--- src/rtl/fpu_issue_stage_if.sv ---
// fpu_issue_stage_if: request, FPU-side and response handshake bundle for fpu_issue_stage
//   master: producer/writeback/FPU side (drives req_*, rsp_ready, fpu_result)
//   slave : issue stage side (drives req_ready, fpu_a/b/ctrl, rsp_*, busy)
interface fpu_issue_stage_if #(parameter int RD_W = 4);
    logic            req_valid;
    logic            req_ready;
    logic [31:0]     req_a;
    logic [31:0]     req_b;
    logic [1:0]      req_op;
    logic [RD_W-1:0] req_rd;
    logic [31:0]     fpu_a;
    logic [31:0]     fpu_b;
    logic [1:0]      fpu_ctrl;
    logic [31:0]     fpu_result;
    logic            rsp_valid;
    logic            rsp_ready;
    logic [31:0]     rsp_result;
    logic [RD_W-1:0] rsp_rd;
    logic [3:0]      rsp_flags;
    logic            busy;
    modport master (
        output req_valid, req_a, req_b, req_op, req_rd, fpu_result, rsp_ready,
        input  req_ready, fpu_a, fpu_b, fpu_ctrl, rsp_valid, rsp_result, rsp_rd, rsp_flags, busy
    );
    modport slave (
        input  req_valid, req_a, req_b, req_op, req_rd, fpu_result, rsp_ready,
        output req_ready, fpu_a, fpu_b, fpu_ctrl, rsp_valid, rsp_result, rsp_rd, rsp_flags, busy
    );
endinterface

--- src/rtl/fpu_issue_stage.sv ---
// fpu_issue_stage: holds one FP op on the FPU inputs for LATENCY cycles, then returns result + {N,Z,INF,NAN}
//   clk   : clock, rising edge
//   reset : asynchronous active-high reset
//   bus   : fpu_issue_stage_if.slave (request, FPU operands/result, response, busy)
module fpu_issue_stage #(
    parameter int LATENCY = 2,
    parameter int RD_W    = 4
) (
    input logic               clk,
    input logic               reset,
    fpu_issue_stage_if.slave  bus
);
    localparam logic [1:0] S_IDLE = 2'd0;
    localparam logic [1:0] S_EXEC = 2'd1;
    localparam logic [1:0] S_DONE = 2'd2;
    localparam int CW = LATENCY > 1 ? $clog2(LATENCY) : 1;
    logic [1:0]      r_state;
    logic [CW-1:0]   r_cnt;
    logic [31:0]     r_fpu_a;
    logic [31:0]     r_fpu_b;
    logic [1:0]      r_fpu_ctrl;
    logic [RD_W-1:0] r_rd;
    logic [31:0]     r_rsp_result;
    logic [RD_W-1:0] r_rsp_rd;
    logic [3:0]      r_rsp_flags;
    logic            w_ready;
    logic            w_accept;
    logic [31:0]     w_res;
    logic [3:0]      w_flags;
    assign w_ready  = (r_state == S_IDLE) | ((r_state == S_DONE) & bus.rsp_ready);
    assign w_accept = bus.req_valid & w_ready;
    assign w_res    = r_fpu_ctrl[0] ? bus.fpu_result : {16'h0, bus.fpu_result[15:0]};
    assign w_flags  = r_fpu_ctrl[0]
        ? {w_res[31], ~|w_res[30:0], &w_res[30:23] & ~|w_res[22:0], &w_res[30:23] & |w_res[22:0]}
        : {w_res[15], ~|w_res[14:0], &w_res[14:10] & ~|w_res[9:0],  &w_res[14:10] & |w_res[9:0]};
    always_ff @(posedge clk or posedge reset) begin
        if (reset) begin
            r_state      <= S_IDLE;
            r_cnt        <= '0;
            r_fpu_a      <= '0;
            r_fpu_b      <= '0;
            r_fpu_ctrl   <= '0;
            r_rd         <= '0;
            r_rsp_result <= '0;
            r_rsp_rd     <= '0;
            r_rsp_flags  <= '0;
        end else if (w_accept) begin
            // half ops present only the low 16 bits to the FPU
            r_fpu_a    <= bus.req_op[0] ? bus.req_a : {16'h0, bus.req_a[15:0]};
            r_fpu_b    <= bus.req_op[0] ? bus.req_b : {16'h0, bus.req_b[15:0]};
            r_fpu_ctrl <= bus.req_op;
            r_rd       <= bus.req_rd;
            r_cnt      <= CW'(LATENCY - 1);
            r_state    <= S_EXEC;
        end else if (r_state == S_EXEC) begin
            if (r_cnt != '0) begin
                r_cnt <= r_cnt - CW'(1);
            end else begin
                r_rsp_result <= w_res;
                r_rsp_flags  <= w_flags;
                r_rsp_rd     <= r_rd;
                r_state      <= S_DONE;
            end
        end else if (r_state == S_DONE && bus.rsp_ready) begin
            r_state <= S_IDLE;
        end
    end
    assign bus.req_ready  = w_ready;
    assign bus.fpu_a      = r_fpu_a;
    assign bus.fpu_b      = r_fpu_b;
    assign bus.fpu_ctrl   = r_fpu_ctrl;
    assign bus.rsp_valid  = r_state == S_DONE;
    assign bus.rsp_result = r_rsp_result;
    assign bus.rsp_rd     = r_rsp_rd;
    assign bus.rsp_flags  = r_rsp_flags;
    assign bus.busy       = r_state != S_IDLE;
endmodule
--- src/flat_wrapper.sv ---
// flat-port wrapper written by rule: the top's interface ports become plain ports
module fpu_issue_stage_flat 
#(
    parameter int LATENCY = 2,
    parameter int RD_W    = 4
)
  (clk, reset, bus_req_valid, bus_req_a, bus_req_b, bus_req_op, bus_req_rd, bus_fpu_result, bus_rsp_ready, bus_req_ready, bus_fpu_a, bus_fpu_b, bus_fpu_ctrl, bus_rsp_valid, bus_rsp_result, bus_rsp_rd, bus_rsp_flags, bus_busy);
  fpu_issue_stage_if #(.RD_W(RD_W)) bus_i ();
  input logic clk;
  input logic reset;
  input wire logic [$bits(bus_i.req_valid)-1:0] bus_req_valid;
  input wire logic [$bits(bus_i.req_a)-1:0] bus_req_a;
  input wire logic [$bits(bus_i.req_b)-1:0] bus_req_b;
  input wire logic [$bits(bus_i.req_op)-1:0] bus_req_op;
  input wire logic [$bits(bus_i.req_rd)-1:0] bus_req_rd;
  input wire logic [$bits(bus_i.fpu_result)-1:0] bus_fpu_result;
  input wire logic [$bits(bus_i.rsp_ready)-1:0] bus_rsp_ready;
  output wire logic [$bits(bus_i.req_ready)-1:0] bus_req_ready;
  output wire logic [$bits(bus_i.fpu_a)-1:0] bus_fpu_a;
  output wire logic [$bits(bus_i.fpu_b)-1:0] bus_fpu_b;
  output wire logic [$bits(bus_i.fpu_ctrl)-1:0] bus_fpu_ctrl;
  output wire logic [$bits(bus_i.rsp_valid)-1:0] bus_rsp_valid;
  output wire logic [$bits(bus_i.rsp_result)-1:0] bus_rsp_result;
  output wire logic [$bits(bus_i.rsp_rd)-1:0] bus_rsp_rd;
  output wire logic [$bits(bus_i.rsp_flags)-1:0] bus_rsp_flags;
  output wire logic [$bits(bus_i.busy)-1:0] bus_busy;
  assign bus_i.req_valid = bus_req_valid;
  assign bus_i.req_a = bus_req_a;
  assign bus_i.req_b = bus_req_b;
  assign bus_i.req_op = bus_req_op;
  assign bus_i.req_rd = bus_req_rd;
  assign bus_i.fpu_result = bus_fpu_result;
  assign bus_i.rsp_ready = bus_rsp_ready;
  assign bus_req_ready = bus_i.req_ready;
  assign bus_fpu_a = bus_i.fpu_a;
  assign bus_fpu_b = bus_i.fpu_b;
  assign bus_fpu_ctrl = bus_i.fpu_ctrl;
  assign bus_rsp_valid = bus_i.rsp_valid;
  assign bus_rsp_result = bus_i.rsp_result;
  assign bus_rsp_rd = bus_i.rsp_rd;
  assign bus_rsp_flags = bus_i.rsp_flags;
  assign bus_busy = bus_i.busy;
  fpu_issue_stage #(.LATENCY(LATENCY), .RD_W(RD_W)) u_core (.clk(clk), .reset(reset), .bus(bus_i));
endmodule
--- config.mk ---
export PLATFORM = sky130hd
export DESIGN_NAME = fpu_issue_stage_flat
export DESIGN_NICKNAME = d
export VERILOG_FILES = /design/src/rtl/fpu_issue_stage_if.sv /design/src/rtl/fpu_issue_stage.sv /design/src/flat_wrapper.sv
export SDC_FILE = /design/constraint.sdc
export NUM_CORES = 1
export LEC_CHECK = 0
export CORE_ASPECT_RATIO = 0.7
export CORE_UTILIZATION = 50
export CTS_BUF_LIST = sky130_fd_sc_hd__clkbuf_2
export CTS_CLUSTER_SIZE = 20
export DETAILED_ROUTE_END_ITERATION = 7
export DONT_BUFFER_PORTS = 1
export PLACE_DENSITY = 0.68
export SYNTH_ARGS = -nofsm -noshare
export SYNTH_HDL_FRONTEND = slang
export SYNTH_SLANG_ARGS = --single-unit
export TNS_END_PERCENT = 100
--- constraint.sdc ---
create_clock -name clk -period 3.15 [get_ports clk]
set_input_delay 0.315 -clock clk [delete_from_list [all_inputs] [get_ports clk]]
set_output_delay 0.315 -clock clk [all_outputs]
set_load 0.01 [all_outputs]
==> out/metrics.yaml, run 1 <==
logic_synthesis:
  synth_cell_types: 32
  yosysMostFrequentCell: "dfrtp_1"
  synth_top_cell_by_area: "dfrtp_1"
  avgSynthCellArea_sq_um: 11.6
  synth_cells: 386
  syn-cell-area_sq_um: 4480
  synth_top_area_frac: 0.631
  synth_edf_count: 0
  ys_seq_area_frac: 0.631
  postSynth.asyncResetShare: 1.00
  synthesis.nets: 492
  yosysWarnings: 0
  synthTopCellsByCount: "113 x dfrtp_1, 103 x nand2_1, 57 x mux2_2, 54 x o21ai_0, 14 x clkbuf_1"
  synth.area.top_cells: "dfrtp_1 63%, mux2_2 14%, nand2_1 8.6%, o21ai_0 6.0%, clkbuf_1 1.2%"
  ys_ff_latch: 113
  yosys_most_used_dff: "dfrtp_1"
place:
  post-dp-hpwl_um: 6970
  gp_congestion: 0.781
  portBuffers: 0
floorplanning:
  start_util: 0.522
  pin_count: 215
  die_w_um: 115
  rows: 28
  die_h_um: 81.2
clock_network:
  post-cts-setup-buffers: 0
  cts.sinks: 113
  cts_root_buf: "clkbuf_2"
  cts-resized-gates: 0
  cts_buffer_depth: 2
  postCtsHoldBufs: 105
  ctsHtreeMaxLevel: 4
  cts_buffers: 17
status:
  haltStage: "clock tree synthesis"
  error: "[ERROR RSZ-0060] Max buffer count reached."
  status: "stopped before the end"
## cells by family after synthesis
family | synth area share
buffers and inverters | 0.0265
flip-flops | 0.631
AO/OA/AOI/OAI | 0.0746
AND/OR/NAND/NOR | 0.122
multiplexers | 0.145
## stage by stage
stage	instance area [sq um]	utilization	hold WS (ns)	std cells	setup WS (ns)
2_1_floorplan	4480	-	0.451	386	1.46
3_3_place_gp	4590	0.535	0.371	488	1.17
3_5_place_dp	4590	0.535	0.374	488	1.14
==> run 2, diff against run 1 <==
--- a/config.mk
+++ b/config.mk
@@ -5,13 +5,10 @@
 export SDC_FILE = /design/constraint.sdc
 export NUM_CORES = 1
 export LEC_CHECK = 0
-export CORE_ASPECT_RATIO = 0.7
-export CORE_UTILIZATION = 50
-export CTS_BUF_LIST = sky130_fd_sc_hd__clkbuf_2
-export CTS_CLUSTER_SIZE = 20
+export CORE_UTILIZATION = 35
 export DETAILED_ROUTE_END_ITERATION = 7
 export DONT_BUFFER_PORTS = 1
-export PLACE_DENSITY = 0.68
+export PLACE_DENSITY_LB_ADDON = 0.15
 export SYNTH_ARGS = -nofsm -noshare
 export SYNTH_HDL_FRONTEND = slang
 export SYNTH_SLANG_ARGS = --single-unit
==> constraint.sdc (replaced) <==
create_clock -name clk -period 4.1 [get_ports clk]
set_input_delay 0.41 -clock clk [delete_from_list [all_inputs] [get_ports clk]]
set_output_delay 0.41 -clock clk [all_outputs]
set_load 0.01 [all_outputs]
==> run 2 against run 1 <==
  * The flow now finishes without violations
  * Synthesized area stayed put
  * Synthesized cell count stayed put
==> out/metrics.yaml, run 2 <==
sta:
  final-setup-viol-count: 0
  final.min_clock_period_ns: 2.32
  fmax_ghz: 0.430
  slew_viol_final: 0
  tns_ns: 0
  hold_ws_ns: 0.129
  rsz0062_at_grt: "false"
  slew_headroom: 0.286
  worst_pin_slew_ns: 1.07
  period_share: 0.567
  hold_violations: 0
  fin_skew_ns: 0.00638
global_routing:
  grt_pass1_wl_um: 15200
  met3_usage: 0.103
  met1_usage: 0.174
  busiest_layer: "met2"
  track_usage: 0.158
  grt_pass1_vias: 2940
  grt_max_degree: 87
  antenna_found_initial: 0
  overflow: 0
  grt_util_met2: 0.233
route:
  first_pass_iters: 4
  via_count: 2808
  detail-route-antenna-nets: 0
  avgRoutedWirePerCell_um: 17.5
  drt_iter0_drc: 126
  drt_wl_total_um: 9900
  drcViolationCount: 0
  viasPerCell: 4.96
setup_path:
  r2r-end: "u_core.bus.rsp_flags[0]$_DFFE_PP0P_"
  ff2ff_path_depth: 4
  critPathLaunchType: "register"
  setup.worst_path.class: "register to register"
  setup.worst_path.start: "u_core.r_state[1]$_DFFE_PP0P_"
  path_max_fanout: 36
  required_ns: 4.43
  arrival_ns: 2.65
  r2r-start: "u_core.r_state[1]$_DFFE_PP0P_"
  rrSetupSlack_ns: 1.78
  endpoint_kind: "register"
logic_synthesis:
  synth.area.top_cells: "dfrtp_1 63%, mux2_2 14%, nand2_1 8.6%, o21ai_0 6.0%, clkbuf_1 1.2%"
  yosysMostFrequentCell: "dfrtp_1"
  syn-cell-area_sq_um: 4480  # unchanged
  synth_edf_count: 0  # unchanged
  synth_top_cell_by_area: "dfrtp_1"
  postSynth.asyncResetShare: 1.00  # unchanged
  yosysWarnings: 0  # unchanged
  synthesis.nets: 492  # unchanged
  ys_ff_latch: 113  # unchanged
  ys_seq_area_frac: 0.631  # unchanged
  synth_cells: 386  # unchanged
  synthTopCellsByCount: "113 x dfrtp_1, 103 x nand2_1, 57 x mux2_2, 54 x o21ai_0, 14 x clkbuf_1"
  synth_top_area_frac: 0.631  # unchanged
  synth_cell_types: 32  # unchanged
  avgSynthCellArea_sq_um: 11.6  # unchanged
  yosys_most_used_dff: "dfrtp_1"
finish:
  fin_nets: 491
  layout_commonest_cell: "dfrtp_1"
  drive_above_1_share: 0.234
  final_cell_mix: "113 x dfrtp_1, 103 x nand2_1, 57 x mux2_2, 54 x o21ai_0, 17 x clkbuf_16"
  syn2layout_area_growth_pct: 16.8
  antenna_cells: 0
power:
  leakagePower_nw: 2.45
  pwr-share-clk: 0.563
  swShare: 0.192
  p_comb_frac: 0.015
  worst_ir_drop_vdd_v: 0.000216
  switchingPower_w: 0.000517
  internal_power_w: 0.00217
  power_density_nw_per_um2: 514
  p_seq_frac: 0.422
min_path:
  hp-class: "input port to async pin"
floorplanning:
  coreArea_sq_um: 12300
  rows: 40  # +43%
  die_h_um: 115  # +42%
  die_w_um: 115  # unchanged
  pin_count: 215  # unchanged
  die-area_sq_um: 13300
  start_util: 0.365  # -0.157
clock_network:
  cts.sinks: 113  # unchanged
  cts_root_buf: "clkbuf_16"
  cts_buffer_depth: 2  # unchanged
  ctsHtreeMaxLevel: 4  # unchanged
  clock_latency_ns: 0.41
  clkSlewWorstSetupHoldPaths_ns: 0.05
  cts_buffers: 17  # unchanged
  post-cts-setup-buffers: 0  # unchanged
  cts-resized-gates: 0  # unchanged
  postCtsHoldBufs: 0  # -100%
  cts_tree: "done"
status:
  status: "completed"
place:
  post-dp-hpwl_um: 6900  # -1.1%
  portBuffers: 0  # unchanged
  gp_congestion: 0.736  # -5.8%
run:
  max-cap-violations: 0
## run 2: cell counts after synthesis
Identical to the previous run, type by type.
## run 2: cell families after synthesis
| family | Yosys count | synth area share |
|---|---|---|
| and+or+nand+nor | 125 | 0.122 |
| DFF | 113 | 0.631 |
| muxes | 58 | 0.145 |
| buffers and inverters | 28 | 0.0265 |
| AOI/OAI and AO/OA | 62 | 0.0746 |
## run 2: worst max-delay path by stage
stage,to,cells after the start
4_1_cts,u_core.bus.rsp_flags[0]$_DFFE_PP0P_,4
6_report,u_core.bus.rsp_flags[0]$_DFFE_PP0P_,4
2_1_floorplan,u_core.bus.fpu_a[0]$_DFFE_PP0P_,1
3_5_place_dp,u_core.bus.rsp_flags[0]$_DFFE_PP0P_,4
5_1_grt,u_core.bus.rsp_flags[0]$_DFFE_PP0P_,4
3_3_place_gp,u_core.bus.rsp_flags[0]$_DFFE_PP0P_,4
## run 2: worst max-delay path, stage by stage, from the launching register on
cell	delay, ns
dfrtp_1	0.40
or3b_2	0.76
buf_4	0.35
or4_4	0.52
o221ai_2	0.19
## run 2: stage by stage
stage	std cells	instance area (sq um)	total power, W	worst slack (ns)	util
floorplan	386	4480	0.00119	0.703	-
global placement	534	4620	0.00119	1.84	0.377
detailed placement	534	4620	0.00120	1.79	0.377
CTS	566	5230	0.00273	1.77	0.427
global route	566	5230	0.00280	1.68	0.427
finish	566	5230	0.00269	1.78	0.427
## run 2: layer usage
| metal | vias to the layer above | part of all wire |
|---|---|---|
| met3 | 24 | 0.14 |
| li1 | 1305 | - |
| met2 | 152 | 0.44 |
| met5 | - | 0 |
| met4 | 0 | 0.024 |
| met1 | 1327 | 0.40 |
## run 2: cell type report
| cell class | instances | area [sq um] |
|---|---|---|
| repair buffers | 4 | 30.0 |
| clock inverters | 4 | 95.1 |
| multi-input cells | 245 | 1530 |
| inverters | 4 | 17.5 |
| flip-flops and latches | 113 | 2830 |
| fillers | 1197 | 7030 |
| well taps | 168 | 210 |
| clock buffers | 28 | 517 |
## run 2: power groups by stage
| stage | Combinational, W | Clock (W) | Sequential [W] |
|---|---|---|---|
| after floorplan | 0.0000365 | 0 | 0.00115 |
| after global placement | 0.0000422 | 0 | 0.00115 |
| after global routing | 0.0000486 | 0.00161 | 0.00113 |
| after detailed placement | 0.0000433 | 0 | 0.00115 |
| after CTS | 0.0000432 | 0.00155 | 0.00113 |
| final | 0.0000407 | 0.00151 | 0.00113 |
No activity file was read; power rests on OpenSTA's default activity.
